## config.mk

```make
export PLATFORM = sky130hd
export DESIGN_NAME = snake_fb_writer
export DESIGN_NICKNAME = d
export VERILOG_FILES = /design/src/rtl/snake_fb_pkg.sv /design/src/rtl/sync_fifo.sv /design/src/rtl/snake_fb_writer.sv
export SDC_FILE = /design/constraint.sdc
export NUM_CORES = 1
export LEC_CHECK = 0
export ABC_AREA = 1
export CAP_MARGIN = 40
export CORE_UTILIZATION = 34
export DETAILED_ROUTE_END_ITERATION = 7
export SLEW_MARGIN = 20
export SYNTH_ARGS = -nofsm -noshare
export SYNTH_HDL_FRONTEND = slang
export SYNTH_SLANG_ARGS = --single-unit
```

## constraint.sdc

```tcl
create_clock -name clk -period 5.6 [get_ports clk]
set_input_delay 0.84 -clock clk [delete_from_list [all_inputs] [get_ports clk]]
set_output_delay 0.84 -clock clk [all_outputs]
set_load 0.01 [all_outputs]
```

## src/rtl/snake_fb_pkg.sv

```systemverilog
// Shared constants, state type and address helper for the snake tile-map writer.
package snake_fb_pkg;

   localparam int unsigned GRID_W     = 32;
   localparam int unsigned GRID_H     = 24;
   localparam int unsigned CELL_COUNT = GRID_W * GRID_H;
   localparam int unsigned ADDR_W     = 10;
   localparam int unsigned COORD_W    = 5;

   typedef enum logic [0:0] {
      FB_IDLE,
      FB_CLEAR
   } fb_state_t;

   // Map address layout shared with the display read path: {row, column}.
   function automatic logic [ADDR_W-1:0] cell_addr(input logic [COORD_W-1:0] x,
                                                   input logic [COORD_W-1:0] y);
      return {y, x};
   endfunction

endpackage

```

## src/rtl/sync_fifo.sv

```systemverilog
// Small synchronous FIFO with show-ahead read data; push and pop may coincide when full.
module sync_fifo #(
   parameter int unsigned WIDTH = 15,
   parameter int unsigned DEPTH = 4
) (
   input  logic             clk,
   input  logic             reset,
   input  logic             push,
   input  logic             pop,
   input  logic [WIDTH-1:0] wdata,
   output logic [WIDTH-1:0] rdata,
   output logic             full,
   output logic             empty
);

   localparam int unsigned PTR_W = (DEPTH > 1) ? $clog2(DEPTH) : 1;
   localparam int unsigned CNT_W = $clog2(DEPTH + 1);

   logic [WIDTH-1:0] mem [DEPTH];
   logic [PTR_W-1:0] wr_ptr;
   logic [PTR_W-1:0] rd_ptr;
   logic [CNT_W-1:0] count;
   logic             do_push;
   logic             do_pop;

   assign full    = (count == CNT_W'(DEPTH));
   assign empty   = (count == '0);
   assign do_pop  = pop & ~empty;
   assign do_push = push & (~full | do_pop);
   assign rdata   = mem[rd_ptr];

   // Storage array; contents are don't-care until written.
   always_ff @(posedge clk) begin
      if (do_push) begin
         mem[wr_ptr] <= wdata;
      end
   end

   // Pointers and occupancy.
   always_ff @(posedge clk) begin
      if (reset) begin
         wr_ptr <= '0;
         rd_ptr <= '0;
         count  <= '0;
      end else begin
         if (do_push) begin
            wr_ptr <= wr_ptr + 1'b1;
         end
         if (do_pop) begin
            rd_ptr <= rd_ptr + 1'b1;
         end
         case ({do_push, do_pop})
            2'b10:   count <= count + 1'b1;
            2'b01:   count <= count - 1'b1;
            default: count <= count;
         endcase
      end
   end

endmodule

```

## src/rtl/snake_fb_writer.sv

```systemverilog
// Write-side engine for the 32x24 snake tile map: buffered cell draws and full-map clears.
// Optional build macro SNAKE_FB_VBLANK_ONLY_EN restricts memory writes to vblank cycles.
module snake_fb_writer
   import snake_fb_pkg::*;
#(
   parameter int unsigned DATA_W     = 5,
   parameter int unsigned FIFO_DEPTH = 4
) (
   input  logic              clk,
   input  logic              reset,
   input  logic              req_valid,
   output logic              req_ready,
   input  logic [4:0]        req_x,
   input  logic [4:0]        req_y,
   input  logic [DATA_W-1:0] req_data,
   input  logic              clear_start,
   input  logic [DATA_W-1:0] clear_data,
   input  logic              vblank,
   output logic              we,
   output logic [9:0]        waddr,
   output logic [DATA_W-1:0] wdata,
   output logic              busy,
   output logic              drop
);

   localparam int unsigned ENTRY_W = ADDR_W + DATA_W;

   fb_state_t          state;
   fb_state_t          state_next;
   logic [ADDR_W-1:0]  sweep_cnt;
   logic [ADDR_W-1:0]  sweep_cnt_next;
   logic [DATA_W-1:0]  clr_data;
   logic [DATA_W-1:0]  clr_data_next;
   logic               we_next;
   logic [ADDR_W-1:0]  waddr_next;
   logic [DATA_W-1:0]  wdata_next;

   logic               fifo_full;
   logic               fifo_empty;
   logic               fifo_push;
   logic               fifo_pop;
   logic [ENTRY_W-1:0] fifo_din;
   logic [ENTRY_W-1:0] fifo_dout;

   logic               accept_c;
   logic               in_range_c;
   logic               gate_c;

   // Write gate: either every cycle or only during vertical blanking.
`ifdef SNAKE_FB_VBLANK_ONLY_EN
   assign gate_c = vblank;
`else
   logic unused_vblank;
   assign gate_c        = 1'b1;
   assign unused_vblank = vblank;
`endif

   // Handshake and range check; bad rows complete the handshake but are not queued.
   assign req_ready  = ~fifo_full;
   assign accept_c   = req_valid & req_ready;
   assign in_range_c = (req_y < COORD_W'(GRID_H));
   assign fifo_push  = accept_c & in_range_c;
   assign fifo_din   = {cell_addr(req_x, req_y), req_data};

   sync_fifo #(
      .WIDTH (ENTRY_W),
      .DEPTH (FIFO_DEPTH)
   ) u_fifo (
      .clk   (clk),
      .reset (reset),
      .push  (fifo_push),
      .pop   (fifo_pop),
      .wdata (fifo_din),
      .rdata (fifo_dout),
      .full  (fifo_full),
      .empty (fifo_empty)
   );

   // Next-state and write selection: clear sweep has priority over queued draws.
   always_comb begin
      state_next     = state;
      sweep_cnt_next = sweep_cnt;
      clr_data_next  = clr_data;
      we_next        = 1'b0;
      waddr_next     = waddr;
      wdata_next     = wdata;
      fifo_pop       = 1'b0;

      case (state)
         FB_IDLE: begin
            if (clear_start) begin
               state_next     = FB_CLEAR;
               sweep_cnt_next = '0;
               clr_data_next  = clear_data;
            end else if (!fifo_empty && gate_c) begin
               fifo_pop   = 1'b1;
               we_next    = 1'b1;
               waddr_next = fifo_dout[ENTRY_W-1 -: ADDR_W];
               wdata_next = fifo_dout[DATA_W-1:0];
            end
         end
         FB_CLEAR: begin
            if (gate_c) begin
               we_next    = 1'b1;
               waddr_next = sweep_cnt;
               wdata_next = clr_data;
               if (sweep_cnt == ADDR_W'(CELL_COUNT - 1)) begin
                  state_next     = FB_IDLE;
                  sweep_cnt_next = '0;
               end else begin
                  sweep_cnt_next = sweep_cnt + 1'b1;
               end
            end
         end
         default: begin
            state_next = FB_IDLE;
         end
      endcase
   end

   // State, sweep counter and registered outputs.
   always_ff @(posedge clk) begin
      if (reset) begin
         state     <= FB_IDLE;
         sweep_cnt <= '0;
         clr_data  <= '0;
         we        <= 1'b0;
         waddr     <= '0;
         wdata     <= '0;
         busy      <= 1'b0;
         drop      <= 1'b0;
      end else begin
         state     <= state_next;
         sweep_cnt <= sweep_cnt_next;
         clr_data  <= clr_data_next;
         we        <= we_next;
         waddr     <= waddr_next;
         wdata     <= wdata_next;
         busy      <= (state == FB_CLEAR) | ~fifo_empty;
         drop      <= accept_c & ~in_range_c;
      end
   end

endmodule
```

==> results of run 1 <==
## synth_stat cells, drive strengths merged
library cell,count,area [um^2]
o21ai,46,230.2
nand4,2,12.51
buf,14,103.8
clkbuf,4,16.26
or2,1,6.260
nor2,86,335.3
ha,6,75.07
inv,35,131.4
a211oi,1,7.510
edfxtp,60,1802
a21oi,36,180.2
o21a,3,22.52
and2,1,6.260
dfxtp,43,860.8
nand2,80,315.3
a21o,1,7.510
fa,1,20.02
nor3,1,5.000
nand3,25,130.1
## path summary, 6_finish.rpt
path,depth (start not counted),slack (ns),start,to
max,11,2.59,clear_start,u_fifo.count[2]
min,1,0.48,u_fifo.rd_ptr[0],u_fifo.rd_ptr[0]
max reg2reg,11,3.15,state,u_fifo.count[2]
min reg2reg,1,0.48,u_fifo.rd_ptr[0],u_fifo.rd_ptr[0]
## cell families (layout without fill, tap and decap cells)
logic type,Yosys count,count (layout),synth area share
flip-flops,103,103,0.6239
AND/OR/NAND/NOR,196,196,0.1900
adder cells (fa/ha/maj),7,7,0.02228
buffers and inverters,53,99,0.05892
AO/OA/AOI/OAI,87,87,0.1050
## critical path: cells and delay by family
kind / cells / cell delay, ns
buf+inv: 3 / 0.79
compound gates: 4 / 0.48
fa+ha+maj: 2 / 0.56
simple gates: 2 / 0.57
## layout make-up
type	instances	area share
clock inverters	6	0.01794
well taps	168	0.04073
flip-flops and latches	103	0.5159
multi-input cells	290	0.2633
repair buffers	48	0.09236
clock buffers	10	0.04436
inverters	35	0.02545
## layer usage
| layer | GRT usage | part of all wire |
|---|---|---|
| met5 | 0 | 0 |
| met3 | 0.03401 | 0.052 |
| met2 | 0.2590 | 0.47 |
| met1 | 0.1993 | 0.46 |
| met4 | 0.04935 | 0.0096 |
## flip-flops by register name, summed over array words and instances (netlist names), named ones only
signal         flops
clr_data           5
u_fifo.wr_ptr      2
u_fifo.count       3
waddr             10
drop               1
wdata              5
we                 1
u_fifo.mem        60
u_fifo.rd_ptr      2
state              1
busy               1
sweep_cnt         10
## report_power, final
part | internal [uW] | total (uW) | switching (uW)
Sequential | 863 | 895 | 31.6
Clock | 395 | 667 | 272
Combinational | 125 | 324 | 199
Total | 1380 | 1890 | 503
## metrics by stage
step,total power (uW),area (um^2)
floorplan,1115,4268
global placement,1225,4813
detailed placement,1239,4840
CTS,1905,5161
global route,1981,5161
finish,1886,5161
==> impl_results.md, run 1 <==
- Core area: about 0.012 mm^2
- Final Hold Fails: 0
- Worst Setup End Kind: register
- Sink Count: between 100 and 150
- Number of diodes: 0
- Placed Instances: about 640
- Commonest non-fill, non-tap cell in the layout: nor2_1
- Postcts setup bufs: 0
- Clock Latency Late Sink: about 0.34 ns
- Vert. Die Dim: approximately 110 um
- Synth warn: 0
- Relative slew slack: 0.4937
- Tmin final: 3.009 ns
- Max cap viols: 0
- Initial Utilization: 0.3524
- Final hold slack: between 0.4 and 0.5 ns
- Global-route wire length before repair: roughly 15,000 um
- Drt pass-1 iters: 5
- Pleak: 0.001913 uW
- Critical setup path kind: input port to register
- Via-to-Cell Ratio: ~4.7
- Outcome: completed
- Average wire per standard cell: ~14 um
- Gr ovfl total: 0
- Mapped Nets: between 400 and 500
- Post-DP HPWL: 6103 um
- TritonCTS clock tree: yes
- Fraction of layout cells with a size suffix above 1: 0.08333
- Critical Path Max Stage Delay: between 0.5 and 0.6 ns
- Die extent in x: 114.0 um
- DP Worst Slack: ~2.3 ns
- Final setup violation count: 0
- IO Port Bufs: 42
- CTS root buf: clkbuf_16
- Total GRT Usage: 0.1547
- DRT iter0 DRCs: 160
- Longest Clk Path Bufs: 2
- Crit-path max FO: 12
- HP Class: register to register
- CTS Hold Bufs: 0
- Core Rows: 40
- GPL Wtd Cong: slightly above 0.8
- Peak VDD IR: around 0.26 mV
- CP required: between 5 and 6 ns
- Post-cts sizing count: 0
- Vias in the first global route: 3,061
- Mean Syn Cell Area: 9.569 um^2
- Area occupied by multi-input gates: about 0.0014 mm^2
- I/O pin cnt: 44
- Most frequent cells in the layout: nor2_1, nand2_1, edfxtp_1, dfxtp_1, clkdlybuf4s50_1
- CTS H-tree lvls: 3
- Cell area power density: 365.5 mW/mm^2
- FF/Latch Area: approximately 0.0027 mm^2
- Final WS setup: between 2 and 3 ns
- Yosys cell types: 29
- Die ar.: between 0.01 and 0.015 mm^2
- Drt drc: 0
- RSZ-0062 raised after global routing: no
- Fmax achieved: around 330 MHz
- Fin. max-slew vios: 0
- Final Util: 0.4261
- Area growth, synth to finish: 20.93%
- Total Wirelength: around 9000 um
- Post-Synthesis Cells: 446
- Fin Setup TNS: 0 ns
- Sequential-to-total area share from yosys stat: 0.6239
- Slowest CP cell: clkdlybuf4s50_1
- Antenna viol nets, final: 0
- Crit start category: input port
- Nets: 519
- Critical Path, Cell by Cell: clkdlybuf4s50_1 > nor2_4 > nand2_2 > inv_1 > ha_1 > inv_1 > fa_1 > a21oi_1 > o21ai_0 > o21ai_0 > a21oi_1
- Initial antenna violation count: 0
- Via Count: 3,134
- Flops & latches, synth: 103
- Reg clk slew, reported paths: about 0.070 ns
- Fill cells: 1,200
- Finished Layout Cells: 660
- Worst Max-Slew Pin Slew: ~0.76 ns
- Worst Clk Skew: a little over 0.007 ns
- Worst path arrival time: about 3.2 ns
- Mapped cell area: 0.004268 mm^2
- Pin count of the biggest net entering global routing: 34
- Fin crit share: 0.5374
- CTS Buf Count: 9
No activity file was read; power rests on OpenSTA's default activity.
==> run 2, diff against run 1 <==
Clock period 5.6 ns to 2.75 ns, I/O delays scaled along.
==> impl_results.md, run 2 (synthesis results as in run 1) <==
- Worst Max-Slew Pin Slew: between 0.6 and 0.7 ns
- Initial Utilization: 0.3524
- Relative slew slack: 0.5495
- TritonCTS clock tree: yes
- Average wire per standard cell: about 14 um
- Outcome: completed
- Drt pass-1 iters: 4
- Commonest non-fill, non-tap cell in the layout: nor2_1
- Post-cts sizing count: 0
- CTS Buf Count: 9
- Critical Path Max Stage Delay: about 0.54 ns
- Crit path max-delay family: buffers and inverters
- Slowest CP cell: clkdlybuf4s50_1
- Crit start category: input port
- Fin. max-slew vios: 0
- Crit-path max FO: 9
- Via-to-Cell Ratio: between 4 and 5
- Longest Clk Path Bufs: 2
- I/O pin cnt: 44
- Drt drc: 0
- Final setup violation count: 0
- Buf/Inv on CP: 2
- Pin count of the biggest net entering global routing: 29
- Fmax achieved: between 400 and 500 MHz
- Fin crit share: 0.7762
- Fraction of layout cells with a size suffix above 1: 0.08669
- CTS root buf: clkbuf_16
- Die ar.: 0.01300 mm^2
- Core area: 0.01211 mm^2
- Reg clk slew, reported paths: 0.06 ns
- Final Hold Fails: 0
- Postcts setup bufs: 0
- Peak VDD IR: 0.4433 mV
- Critical setup path kind: input port to register
- CP required: between 2 and 3 ns
- Clock Latency Late Sink: roughly 0.34 ns
- Placed Instances: approximately 650
- Worst setup path startpoint: req_y[4]
- Tmin final: roughly 2.1 ns
- Top Registers: u_fifo.mem x60, sweep_cnt x10, waddr x10
- Initial antenna violation count: 0
- Worst Clk Skew: about 0.007 ns
- Gr ovfl total: 0
- Global-route wire length before repair: 15,090 um
- Critical Path, Cell by Cell: clkdlybuf4s50_1 > nand2_1 > nand2_2 > ha_1 > inv_1 > fa_1 > a21oi_1 > o21ai_0 > o21ai_0 > a21oi_1
- Area growth, synth to finish: 20.52%
- Sink Count: 103
- Die extent in x: 114.0 um
- Finished Layout Cells: 664
- Max cap viols: 0
- RSZ-0062 raised after global routing: no
- Reg-to-reg startpoint: u_fifo.count[1]
- Most frequent cells in the layout: nor2_1, nand2_1, edfxtp_1, dfxtp_1, clkdlybuf4s50_1
- Max reg flops: 60
- Worst path arrival time: between 2 and 2.5 ns
- Nets: roughly 520
- Min-delay src: u_fifo.rd_ptr[0]
- Total GRT Usage: 0.1556
- Pleak: 0.001915 uW
- Vias in the first global route: 3,051
- Number of diodes: 0
- Post-DP HPWL: around 6200 um
- DRT iter0 DRCs: roughly 170
- Cell area power density: 721.9 mW/mm^2
- Antenna viol nets, final: 0
- Fin Setup TNS: 0 ns
- Worst Setup End Kind: register
- HP Class: register to register
- Vert. Die Dim: about 110 um
- CTS Hold Bufs: 0
- Core Rows: 40
- Via Count: 3,146
- Top reg by flops: u_fifo.mem
- GPL Wtd Cong: 0.7932
- IO Port Bufs: 42
- Total Wirelength: 9421 um
- Final hold slack: 0.4783 ns
- CTS H-tree lvls: 3
-- run 2: changes by cell type in the layout (fill, tap and decap cells not counted), sizes merged --
cell and change:
clkinv +2, inv -2, clkinvlp +1, buf +4, bufinv -1
-- run 2: layout make-up --
type,count,area [um^2]
fillers,1211,6968
flip-flops and latches,103,2663
multi-input cells,290,1354
repair buffers,52,495.5
clock buffers,10,229.0
well taps,168,210.2
inverters,35,131.4
clock inverters,6,61.31
-- run 2: metrics by stage --
stage / utilization / setup slack [ns] / power, uW / cell area (um^2)
after floorplan: - / 0.8345 / 2270 / 4268
after global placement: 0.4007 / 0.2490 / 2510 / 4853
after detailed placement: 0.4007 / 0.2703 / 2529 / 4853
after global routing: 0.4247 / 0.4874 / 3908 / 5144
final: 0.4247 / 0.6155 / 3713 / 5144
after CTS: 0.4247 / 0.6287 / 3752 / 5144
-- run 2: power breakdown --
part / switching (uW) / internal [uW]
registers: 76.2 / 1760
clock network: 521 / 700
logic: 398 / 260
total: 994 / 2720
-- run 2: worst paths after layout --
check	end	slack, ns	depth (start not counted)
worst max-delay path	u_fifo.count[2]	0.62	10
worst min register to register	u_fifo.rd_ptr[0]	0.48	1
worst max register to register	u_fifo.count[2]	0.74	11
worst min-delay path	u_fifo.rd_ptr[0]	0.48	1
-- run 2: routing by layer --
layer | share of wire | track usage | vias up
met5 | 0 | 0 | -
met4 | 0.014 | 0.04156 | 0
met3 | 0.059 | 0.04888 | 11
met2 | 0.47 | 0.2582 | 84
met1 | 0.45 | 0.1960 | 1483
li1 | - | - | 1568
